<file path="config.mk">
export PLATFORM = sky130hd
export DESIGN_NAME = glove_cmd_receiver_flat
export DESIGN_NICKNAME = d
export VERILOG_FILES = /design/src/rtl/glove_pkg.sv /design/src/rtl/glove_cmd_receiver_if.sv /design/src/rtl/uart_rx_8n1.sv /design/src/rtl/glove_cmd_receiver.sv /design/src/flat_wrapper.sv
export SDC_FILE = /design/constraint.sdc
export NUM_CORES = 1
export LEC_CHECK = 0
export CAP_MARGIN = 20
export CORE_ASPECT_RATIO = 0.8
export CORE_MARGIN = 2
export CORE_UTILIZATION = 38
export DETAILED_ROUTE_END_ITERATION = 8
export PLACE_DENSITY = 0.57
export SETUP_SLACK_MARGIN = 0.4
export SLEW_MARGIN = 10
export SYNTH_ARGS = -nofsm -noshare
export SYNTH_HDL_FRONTEND = slang
export SYNTH_SLANG_ARGS = --single-unit
export TNS_END_PERCENT = 1
</file>
<file path="constraint.sdc">
create_clock -name clk -period 5.95 [get_ports clk]
set_input_delay 0.8925 -clock clk [delete_from_list [all_inputs] [get_ports clk]]
set_output_delay 0.8925 -clock clk [all_outputs]
set_load 0.02 [all_outputs]
</file>
<file path="src/rtl/glove_pkg.sv">
// Glove link shared definitions: command codes and code type.
// Used by the master-board receiver and the glove transmitter.
package glove_pkg;

  typedef logic [3:0] cmd_t;

  localparam cmd_t CMD_T     = 4'd0;
  localparam cmd_t CMD_B     = 4'd1;
  localparam cmd_t CMD_L     = 4'd2;
  localparam cmd_t CMD_R     = 4'd3;
  localparam cmd_t CMD_BTN_L = 4'd4;
  localparam cmd_t CMD_BTN_U = 4'd6;
  localparam cmd_t CMD_BTN_D = 4'd7;
  localparam cmd_t CMD_BTN_C = 4'd8;
  localparam cmd_t CMD_MAX   = 4'd8;

endpackage

</file>
<file path="src/rtl/glove_cmd_receiver_if.sv">
// Command delivery bus: valid/ready handshake carrying one code.
// master: cmd_valid/cmd_code out, cmd_ready in; slave: reverse.
interface glove_cmd_receiver_if;
  import glove_pkg::*;

  logic cmd_valid;
  cmd_t cmd_code;
  logic cmd_ready;

  modport master (
    output cmd_valid,
    output cmd_code,
    input  cmd_ready
  );

  modport slave (
    input  cmd_valid,
    input  cmd_code,
    output cmd_ready
  );

endinterface

</file>
<file path="src/rtl/uart_rx_8n1.sv">
// 8N1 UART receiver: 2-flop sync, 16x oversample timer, rx FSM.
// Ports: clk, rst, i_rx in; o_byte, o_byte_stb, o_frame_err_stb out.
module uart_rx_8n1 #(
  parameter int DIV = 651
) (
  input  logic       clk,
  input  logic       rst,
  input  logic       i_rx,
  output logic [7:0] o_byte,
  output logic       o_byte_stb,
  output logic       o_frame_err_stb
);

  localparam int TW = (DIV > 1) ? $clog2(DIV) : 1;

  typedef enum logic [2:0] {
    S_IDLE,
    S_START,
    S_DATA,
    S_STOP,
    S_BREAK
  } rx_state_t;

  rx_state_t      r_state;
  rx_state_t      w_state_nx;
  logic           r_sync1;
  logic           r_sync2;
  logic [TW-1:0]  r_tick_cnt;
  logic [TW-1:0]  w_tick_cnt_nx;
  logic [3:0]     r_smp;
  logic [3:0]     w_smp_nx;
  logic [2:0]     r_bit_cnt;
  logic [2:0]     w_bit_cnt_nx;
  logic [7:0]     r_shift;
  logic [7:0]     w_shift_nx;
  logic           r_byte_stb;
  logic           w_byte_stb_nx;
  logic           r_ferr_stb;
  logic           w_ferr_stb_nx;
  logic           w_tick;

  assign w_tick = (r_tick_cnt == TW'(DIV - 1));

  always_ff @(posedge clk or posedge rst) begin
    if (rst) begin
      r_sync1    <= 1'b1;
      r_sync2    <= 1'b1;
      r_state    <= S_IDLE;
      r_tick_cnt <= '0;
      r_smp      <= '0;
      r_bit_cnt  <= '0;
      r_shift    <= '0;
      r_byte_stb <= 1'b0;
      r_ferr_stb <= 1'b0;
    end else begin
      r_sync1    <= i_rx;
      r_sync2    <= r_sync1;
      r_state    <= w_state_nx;
      r_tick_cnt <= w_tick_cnt_nx;
      r_smp      <= w_smp_nx;
      r_bit_cnt  <= w_bit_cnt_nx;
      r_shift    <= w_shift_nx;
      r_byte_stb <= w_byte_stb_nx;
      r_ferr_stb <= w_ferr_stb_nx;
    end
  end

  always_comb begin
    w_state_nx    = r_state;
    w_tick_cnt_nx = w_tick ? '0 : r_tick_cnt + 1'b1;
    w_smp_nx      = r_smp;
    w_bit_cnt_nx  = r_bit_cnt;
    w_shift_nx    = r_shift;
    w_byte_stb_nx = 1'b0;
    w_ferr_stb_nx = 1'b0;
    unique case (r_state)
      S_IDLE: begin
        // hold the timer so it restarts on the start edge
        w_tick_cnt_nx = '0;
        w_smp_nx      = '0;
        if (!r_sync2) begin
          w_state_nx = S_START;
        end
      end
      S_START: begin
        if (w_tick) begin
          if (r_smp == 4'd7) begin
            w_smp_nx     = '0;
            w_bit_cnt_nx = '0;
            w_state_nx   = r_sync2 ? S_IDLE : S_DATA;
          end else begin
            w_smp_nx = r_smp + 4'd1;
          end
        end
      end
      S_DATA: begin
        if (w_tick) begin
          w_smp_nx = r_smp + 4'd1;
          if (r_smp == 4'd15) begin
            w_shift_nx   = {r_sync2, r_shift[7:1]};
            w_bit_cnt_nx = r_bit_cnt + 3'd1;
            if (r_bit_cnt == 3'd7) begin
              w_state_nx = S_STOP;
            end
          end
        end
      end
      S_STOP: begin
        if (w_tick) begin
          w_smp_nx = r_smp + 4'd1;
          if (r_smp == 4'd15) begin
            if (r_sync2) begin
              w_byte_stb_nx = 1'b1;
              w_state_nx    = S_IDLE;
            end else begin
              w_ferr_stb_nx = 1'b1;
              w_state_nx    = S_BREAK;
            end
          end
        end
      end
      S_BREAK: begin
        // a held-low line must not look like a stream of starts
        w_tick_cnt_nx = '0;
        if (r_sync2) begin
          w_state_nx = S_IDLE;
        end
      end
      default: begin
        w_state_nx = S_IDLE;
      end
    endcase
  end

  assign o_byte          = r_shift;
  assign o_byte_stb      = r_byte_stb;
  assign o_frame_err_stb = r_ferr_stb;

endmodule

</file>
<file path="src/rtl/glove_cmd_receiver.sv">
// Glove command receiver: UART rx, code check, FIFO, rts, errors.
// Ports: clk, rst, i_rx in; o_rts, o_err_frame, o_err_cnt out; cmd bus.
module glove_cmd_receiver
  import glove_pkg::*;
#(
  parameter int CLK_FREQ   = 100_000_000,
  parameter int BAUD       = 9600,
  parameter int FIFO_DEPTH = 4
) (
  input  logic                       clk,
  input  logic                       rst,
  input  logic                       i_rx,
  output logic                       o_rts,
  output logic                       o_err_frame,
  output logic [7:0]                 o_err_cnt,
  glove_cmd_receiver_if.master       cmd
);

  localparam int DIV = (CLK_FREQ + BAUD * 8) / (BAUD * 16);
  localparam int AW  = $clog2(FIFO_DEPTH);
  localparam int PW  = AW + 1;

  logic [7:0]    w_byte;
  logic          w_byte_stb;
  logic          w_ferr_stb;
  logic          w_code_ok;
  logic          w_full;
  logic          w_pop;
  logic          w_push;
  logic          w_drop;
  logic [PW-1:0] w_occ;
  logic [PW-1:0] w_occ_nx;

  cmd_t          r_mem [FIFO_DEPTH];
  logic [PW-1:0] r_wptr;
  logic [PW-1:0] r_rptr;
  logic          r_valid;
  logic          r_rts;
  logic          r_err_frame;
  logic [7:0]    r_err_cnt;

  uart_rx_8n1 #(
    .DIV (DIV)
  ) u_rx (
    .clk             (clk),
    .rst             (rst),
    .i_rx            (i_rx),
    .o_byte          (w_byte),
    .o_byte_stb      (w_byte_stb),
    .o_frame_err_stb (w_ferr_stb)
  );

  assign w_code_ok = (w_byte <= {4'd0, CMD_MAX});
  assign w_full    = (r_wptr[AW] != r_rptr[AW]) &&
                     (r_wptr[AW-1:0] == r_rptr[AW-1:0]);
  assign w_pop     = r_valid && cmd.cmd_ready;
  // a pop in the same cycle frees the slot a full FIFO lacks
  assign w_push    = w_byte_stb && w_code_ok && (!w_full || w_pop);
  assign w_drop    = w_ferr_stb || (w_byte_stb && !w_push);
  assign w_occ     = r_wptr - r_rptr;
  assign w_occ_nx  = w_occ + PW'(w_push) - PW'(w_pop);

  always_ff @(posedge clk or posedge rst) begin
    if (rst) begin
      for (int i = 0; i < FIFO_DEPTH; i++) begin
        r_mem[i] <= '0;
      end
      r_wptr      <= '0;
      r_rptr      <= '0;
      r_valid     <= 1'b0;
      r_rts       <= 1'b0;
      r_err_frame <= 1'b0;
      r_err_cnt   <= '0;
    end else begin
      if (w_push) begin
        r_mem[r_wptr[AW-1:0]] <= w_byte[3:0];
        r_wptr                <= r_wptr + 1'b1;
      end
      if (w_pop) begin
        r_rptr <= r_rptr + 1'b1;
      end
      r_valid <= (w_occ_nx != '0);
      r_rts   <= (w_occ_nx >= PW'(FIFO_DEPTH - 2));
      if (w_ferr_stb) begin
        r_err_frame <= 1'b1;
      end
      if (w_drop && (r_err_cnt != 8'hFF)) begin
        r_err_cnt <= r_err_cnt + 8'd1;
      end
    end
  end

  assign cmd.cmd_valid = r_valid;
  assign cmd.cmd_code  = r_valid ? r_mem[r_rptr[AW-1:0]] : '0;
  assign o_rts         = r_rts;
  assign o_err_frame   = r_err_frame;
  assign o_err_cnt     = r_err_cnt;

endmodule
</file>
<file path="src/flat_wrapper.sv">
// flat-port wrapper written by rule: the top's interface ports become plain ports
module glove_cmd_receiver_flat import glove_pkg::*;
#(
  parameter int CLK_FREQ   = 100_000_000,
  parameter int BAUD       = 9600,
  parameter int FIFO_DEPTH = 4
)
  (clk, rst, i_rx, o_rts, o_err_frame, o_err_cnt, cmd_cmd_valid, cmd_cmd_code, cmd_cmd_ready);
  glove_cmd_receiver_if cmd_i ();
  input  logic clk;
  input  logic rst;
  input  logic i_rx;
  output logic o_rts;
  output logic o_err_frame;
  output logic [7:0] o_err_cnt;
  output wire logic [$bits(cmd_i.cmd_valid)-1:0] cmd_cmd_valid;
  output wire logic [$bits(cmd_i.cmd_code)-1:0] cmd_cmd_code;
  input wire logic [$bits(cmd_i.cmd_ready)-1:0] cmd_cmd_ready;
  assign cmd_cmd_valid = cmd_i.cmd_valid;
  assign cmd_cmd_code = cmd_i.cmd_code;
  assign cmd_i.cmd_ready = cmd_cmd_ready;
  glove_cmd_receiver #(.CLK_FREQ(CLK_FREQ), .BAUD(BAUD), .FIFO_DEPTH(FIFO_DEPTH)) u_core (.clk(clk), .rst(rst), .i_rx(i_rx), .o_rts(o_rts), .o_err_frame(o_err_frame), .o_err_cnt(o_err_cnt), .cmd(cmd_i));
endmodule
</file>
# Word level (Yosys, flattened, before mapping)

Index checks and enable logic that the tools add are counted.

Flip-flop bits (word level): 65
Input bits: 4
Output and inout bits: 15
Logic and storage cells: 115

$add $sub $neg: 9
Magnitude comparators: 5
Equal/unequal tests: 21
Mux-type cells: 38
Bitwise gates (word level): 2
Reduce and logical (&&, ||, !) cells: 21

Operators with widths:

| kind                  | count |
|---|---|
| $mux 3                | 14 |
| $mux 4                | 7 |
| $mux 10               | 2 |
| $ne 2x2->1 const B    | 9 |
| $bwmux 16             | 1 |
| $pmux 3 s5            | 1 |
| $pmux 4 s3            | 1 |
| $add 10x1->10 const B | 1 |
| $eq 10x10->1 const B  | 1 |
| $add 3x1->3 const B   | 3 |
| $reduce_and 9->1      | 1 |
| $add 8x1->8 const B   | 1 |
| $bmux 4 s2            | 1 |
| $demux 4 s2           | 1 |
| $le 8x4->1 const B    | 1 |
| $mux 1                | 8 |
| $ne 8x8->1 const B    | 1 |
| $logic_and 1x1->1     | 7 |
| $eq 3x2->1 const B    | 2 |
| $eq 3x3->1 const B    | 2 |
| $ge 3x3->1 const B    | 2 |
| $not 2->3             | 2 |
| $pmux 3 s2            | 1 |
| $reduce_and 3->1      | 2 |
| other kinds (20)      | 24 |

# Longest topological paths before layout

Depth in word-level cells: 9
Gate-level depth with buffers: 11

# Hierarchy

A second synthesis with hierarchy kept.

Cell total of the unflattened synthesis: 273
Area total of the unflattened synthesis: 3264.4 µm²

Modules (own cells, without submodules):

| module             | times used | cells an instance | area an instance (µm²) | seq. area each (µm²) |
|---|---|---|---|---|
| glove_cmd_receiver | 1          | 135               | 1744.2                 | 825.8 |
| uart_rx_8n1        | 1          | 138               | 1520.2                 | 803.3 |

# Least setup slack after synthesis

Ideal clock, no wire load.

Path type: input port to flip-flop
Start point: in cmd_cmd_ready
End point: reg u_core.r_valid, in the netlist u_core.cmd.cmd_valid
Library setup time: 0.127 ns
Arrival: 2.825 ns
Required time: 5.823 ns
Setup slack: 2.997 ns
Cell stages on the path: 10
Path buffers: 0
Path through: nand2_1 -> fa_1 -> inv_1 -> fa_1 -> inv_1 -> ha_1 -> xnor2_1 -> xnor2_1 -> or2_2 -> or2_2

Longest elaborated chain between the ends: 6

Ends and longest elaborated chain:

| element              | RTL line                 | source |
|---|---|---|
| from (decl)          | flat_wrapper.sv:18       | `input wire logic [$bits(cmd_i.cmd_ready)-1:0] cmd_cmd_ready;` |
| $logic_and 1x1->1 *  | glove_cmd_receiver.sv:56 | `assign w_pop = r_valid && cmd.cmd_ready;` |
| $logic_or 1x1->1     | glove_cmd_receiver.sv:58 | `assign w_push = w_byte_stb && w_code_ok && (!w_full \|\| w_pop);` |
| $logic_and 1x1->1    | glove_cmd_receiver.sv:58 |  |
| $add 3x1->3          | glove_cmd_receiver.sv:61 | `assign w_occ_nx = w_occ + PW'(w_push) - PW'(w_pop);` |
| $sub 3x1->3 *        | glove_cmd_receiver.sv:61 |  |
| $reduce_bool 3->1 *  | glove_cmd_receiver.sv:82 | `r_valid <= (w_occ_nx != '0);` |
| to (signal assigned) | glove_cmd_receiver.sv:82 |  |
| to (decl)            | glove_cmd_receiver.sv:37 | `logic r_valid;` |

Mark *: on every way between the ends. The rest lies on a longest branch, timed or not.
A chain may end at the register's enable or synchronous reset.

# Worst setup path in the final report

Same ends and word-level chain as after synthesis.

==> metrics.cfg <==
[run_status]
status=complete, no violations

[floorplan]
die_area_mm2=0.00903
io_pins=19
std_cell_rows=29
die_y_um=85.4
die_w_um=106
initial_core_util_pct=39.4
core-area_mm2=0.00798

[drt]
antenna_left=0
routedWlPerCell_um=13.6
dr.pass1.iters=4
via_per_inst=4.99
routed_wl_um=5390
vias=1970
drc=0
drt_iter0_drc=80

[power]
p_total_w=0.000986
sequentialPowerShare_pct=49.7
switching_power_w=0.000253
internal_power_w=0.000733
leakage_nw=1.68
p_per_area_mw_per_mm2=270
swShare_pct=25.7
vdd_drop_max_v=0.000153
clockPowerShare_pct=39.0
combPwrFrac_pct=11.3

[yosys]
syn_nets=275
ys_warn_count=0
syn_area_mm2=0.00315
ys_seq_area_share_pct=51.8
yosys_register_bits=65
synth.top_cell.area_share_pct=50.1
syn_area_per_cell_um2=12.3
synthTopCellsByArea=dfrtp_1 (50%), mux2_2 (10%), ha_1 (5.2%)
synth_cell_types=43
synth_cells=256
yosysTopAreaCell=dfrtp_1

[critical_path]
criticalPathCategory=input port to register
worstPathArrival_ns=3.45
startpoint_type=input port
worstPathRequired_ns=6.18
crit_path_start=cmd_cmd_ready
reg2reg_from=u_core.r_rptr[0]$_DFFE_PP0P_
crit_path_max_fanout=4
cp-end-kind=register

[placed_design]
post_dp_cell_area_mm2=0.00345
gp_congestion=0.778
dpl.hpwl_um=3750
io_buffers=18

[cts]
tritoncts=yes
clk_pin_slew_ns=0.07
cts.sinks=65
cts_setup_buffers=0
clock_path_buffers=2
cts_root_buf=clkbuf_8
numCtsBuffers=9
htreeDepth=3
cts-resized-gates=0
hold_buffers=0
clk_latency_ns=0.34

[timing]
slew_headroom_pct=46.2
setup-tns-final_ns=0
worst_slew_pin_slew_ns=0.807
fin_crit_sh_pct=54.1
holdWs_ns=0.358
fin_skew_ns=0.00907
setup_violations=0
drv_slew=0
finalHoldViolations=0
rsz0062_at_grt=false
clock.fmax_mhz=311
final.min_clock_period_ns=3.22

[grt]
grt.overflow.total=0
grt_start_max_net_pins=66
grt_usage_pct=13.5
grt_pass1_vias=1957
grt_pass1_wl_um=9460
antenna_found_initial=0

[cells_and_area]
fin_util_pct=45.8
area.sequential_mm2=0.00163
synthToLayoutAreaGrowth_pct=16.1
fin_area_mm2=0.00365
final_nets=301
diodes=0
multi_input_area_mm2=0.00146
layout-drive-gt1-share_pct=20.9
fillCellCount=737

[hold_path]
hold_start=u_core.u_rx.r_sync1$_DFF_PP1_
hp-class=register to register

[flow_run]
cap_violations=0

## synthesized netlist by cell type, drive strengths merged
| cell type | n |
|---|---|
| dfrtp | 63 |
| mux2 | 29 |
| nor2 | 18 |
| xnor2 | 16 |
| nand2 | 14 |
| ha | 13 |
| inv | 10 |
| and3 | 9 |
| o21ai | 9 |
| xor2 | 6 |
| and2 | 5 |
| nand4 | 5 |
| nor3 | 5 |
| a21oi | 4 |
| a22o | 4 |
| mux4 | 4 |
| nand2b | 4 |
| nand3 | 4 |
| o31ai | 4 |
| and4 | 3 |
| or2 | 3 |
| a31oi | 2 |
| a41oi | 2 |
| buf | 2 |
| clkbuf | 2 |
| dfstp | 2 |
| fa | 2 |
| nor3b | 2 |
| nor4b | 2 |
| a21boi | 1 |
| a31o | 1 |
| a32oi | 1 |
| nor2b | 1 |
| nor4 | 1 |
| o21a | 1 |
| o21bai | 1 |
| or3 | 1 |
## metal layers
layer  share of wire [%]  up-vias  track usage, %
met5                   0        -               0
met4                 1.0        0            4.67
met3                 3.2        6            4.61
met2                  43       19            19.3
met1                  52      977            19.3
li1                    -      968               -
## cell usage in the layout, fill, tap and decap left out, types with 6 or more instances in the layout
cell and instances:
dfrtp_1 63, inv_1 9, and3_1 9, clkbuf_8 11
clkdlybuf4s50_1 18, xnor2_1 16, mux2_2 29, ha_1 13
nor2_1 18, xor2_1 6, nand2_1 13, o21ai_0 8
## worst paths after layout
path,to,slack (ns),cells after the start
min in group asynchronous,u_core.u_rx.r_bit_cnt[2]$_DFFE_PP0P_,1.10,3
min,u_core.u_rx.r_sync2$_DFF_PP1_,0.36,0
max reg2reg,u_core.cmd.cmd_valid$_DFF_PP0_,3.22,10
max in group asynchronous,u_core.u_rx.o_byte[5]$_DFFE_PP0P_,4.31,3
max,u_core.cmd.cmd_valid$_DFF_PP0_,2.73,11
min reg2reg,u_core.u_rx.r_sync2$_DFF_PP1_,0.36,0
## power groups by stage
stage          Combinational, W  Clock (W)  Sequential (W)
2_1_floorplan         0.0000992          0        0.000487
5_1_grt                0.000128   0.000418        0.000495
3_3_place_gp           0.000110          0        0.000501
3_5_place_dp           0.000113          0        0.000501
4_1_cts                0.000115   0.000401        0.000492
6_report               0.000111   0.000384        0.000490
## logic make-up (layout without fill, tap and decap cells)
kind of cell / Yosys count / in the layout / share of synthesized area (%)
AO/OA/AOI/OAI: 30 / 30 / 6.96
XOR/XNOR: 22 / 22 / 6.12
adder cells (fa/ha/maj): 15 / 15 / 6.44
buffers and inverters: 14 / 45 / 1.95
flip-flops: 65 / 65 / 51.8
multiplexers: 33 / 33 / 13.2
AND/OR/NAND/NOR: 77 / 77 / 13.5
## registers in the layout (all words and copies together), names as in the netlist
register,cells
u_core.r_mem,16
u_core.u_rx.r_tick_cnt,10
u_core.o_err_cnt,8
u_core.u_rx.o_byte,8
u_core.u_rx.r_smp,4
u_core.r_rptr,3
u_core.r_wptr,3
u_core.u_rx.r_bit_cnt,3
u_core.u_rx.r_state,3
u_core.cmd.cmd_valid,1
u_core.o_err_frame,1
u_core.o_rts,1
u_core.u_rx.o_byte_stb,1
u_core.u_rx.o_frame_err_stb,1
u_core.u_rx.r_sync1,1
u_core.u_rx.r_sync2,1
## layout make-up
| cell class | instances | share of cell area [%] |
|---|---|---|
| flip-flops and latches | 65 | 44.6 |
| clock buffers | 12 | 4.25 |
| well taps | 108 | 3.70 |
| clock inverters | 4 | 1.40 |
| repair buffers | 19 | 5.14 |
| inverters | 10 | 1.03 |
| multi-input cells | 177 | 39.9 |
## critical path, cell delays in order
cell and delay [ns]:
clkdlybuf4s50_1 0.51, nand2_1 0.18, fa_1 0.40, inv_1 0.09, fa_1 0.39, inv_1 0.07
ha_1 0.16, xnor2_1 0.13, xnor2_1 0.08, or2_2 0.29, or2_2 0.27
## through the flow
| step | worst slack [ns] | instances |
|---|---|---|
| finish | 2.73 | 395 |
| global route | 2.59 | 395 |
| CTS | 2.74 | 395 |
| detailed placement | 2.37 | 379 |
| global placement | 2.45 | 379 |
| floorplan | 3.00 | 256 |
Power figures use the tool's default switching activity.
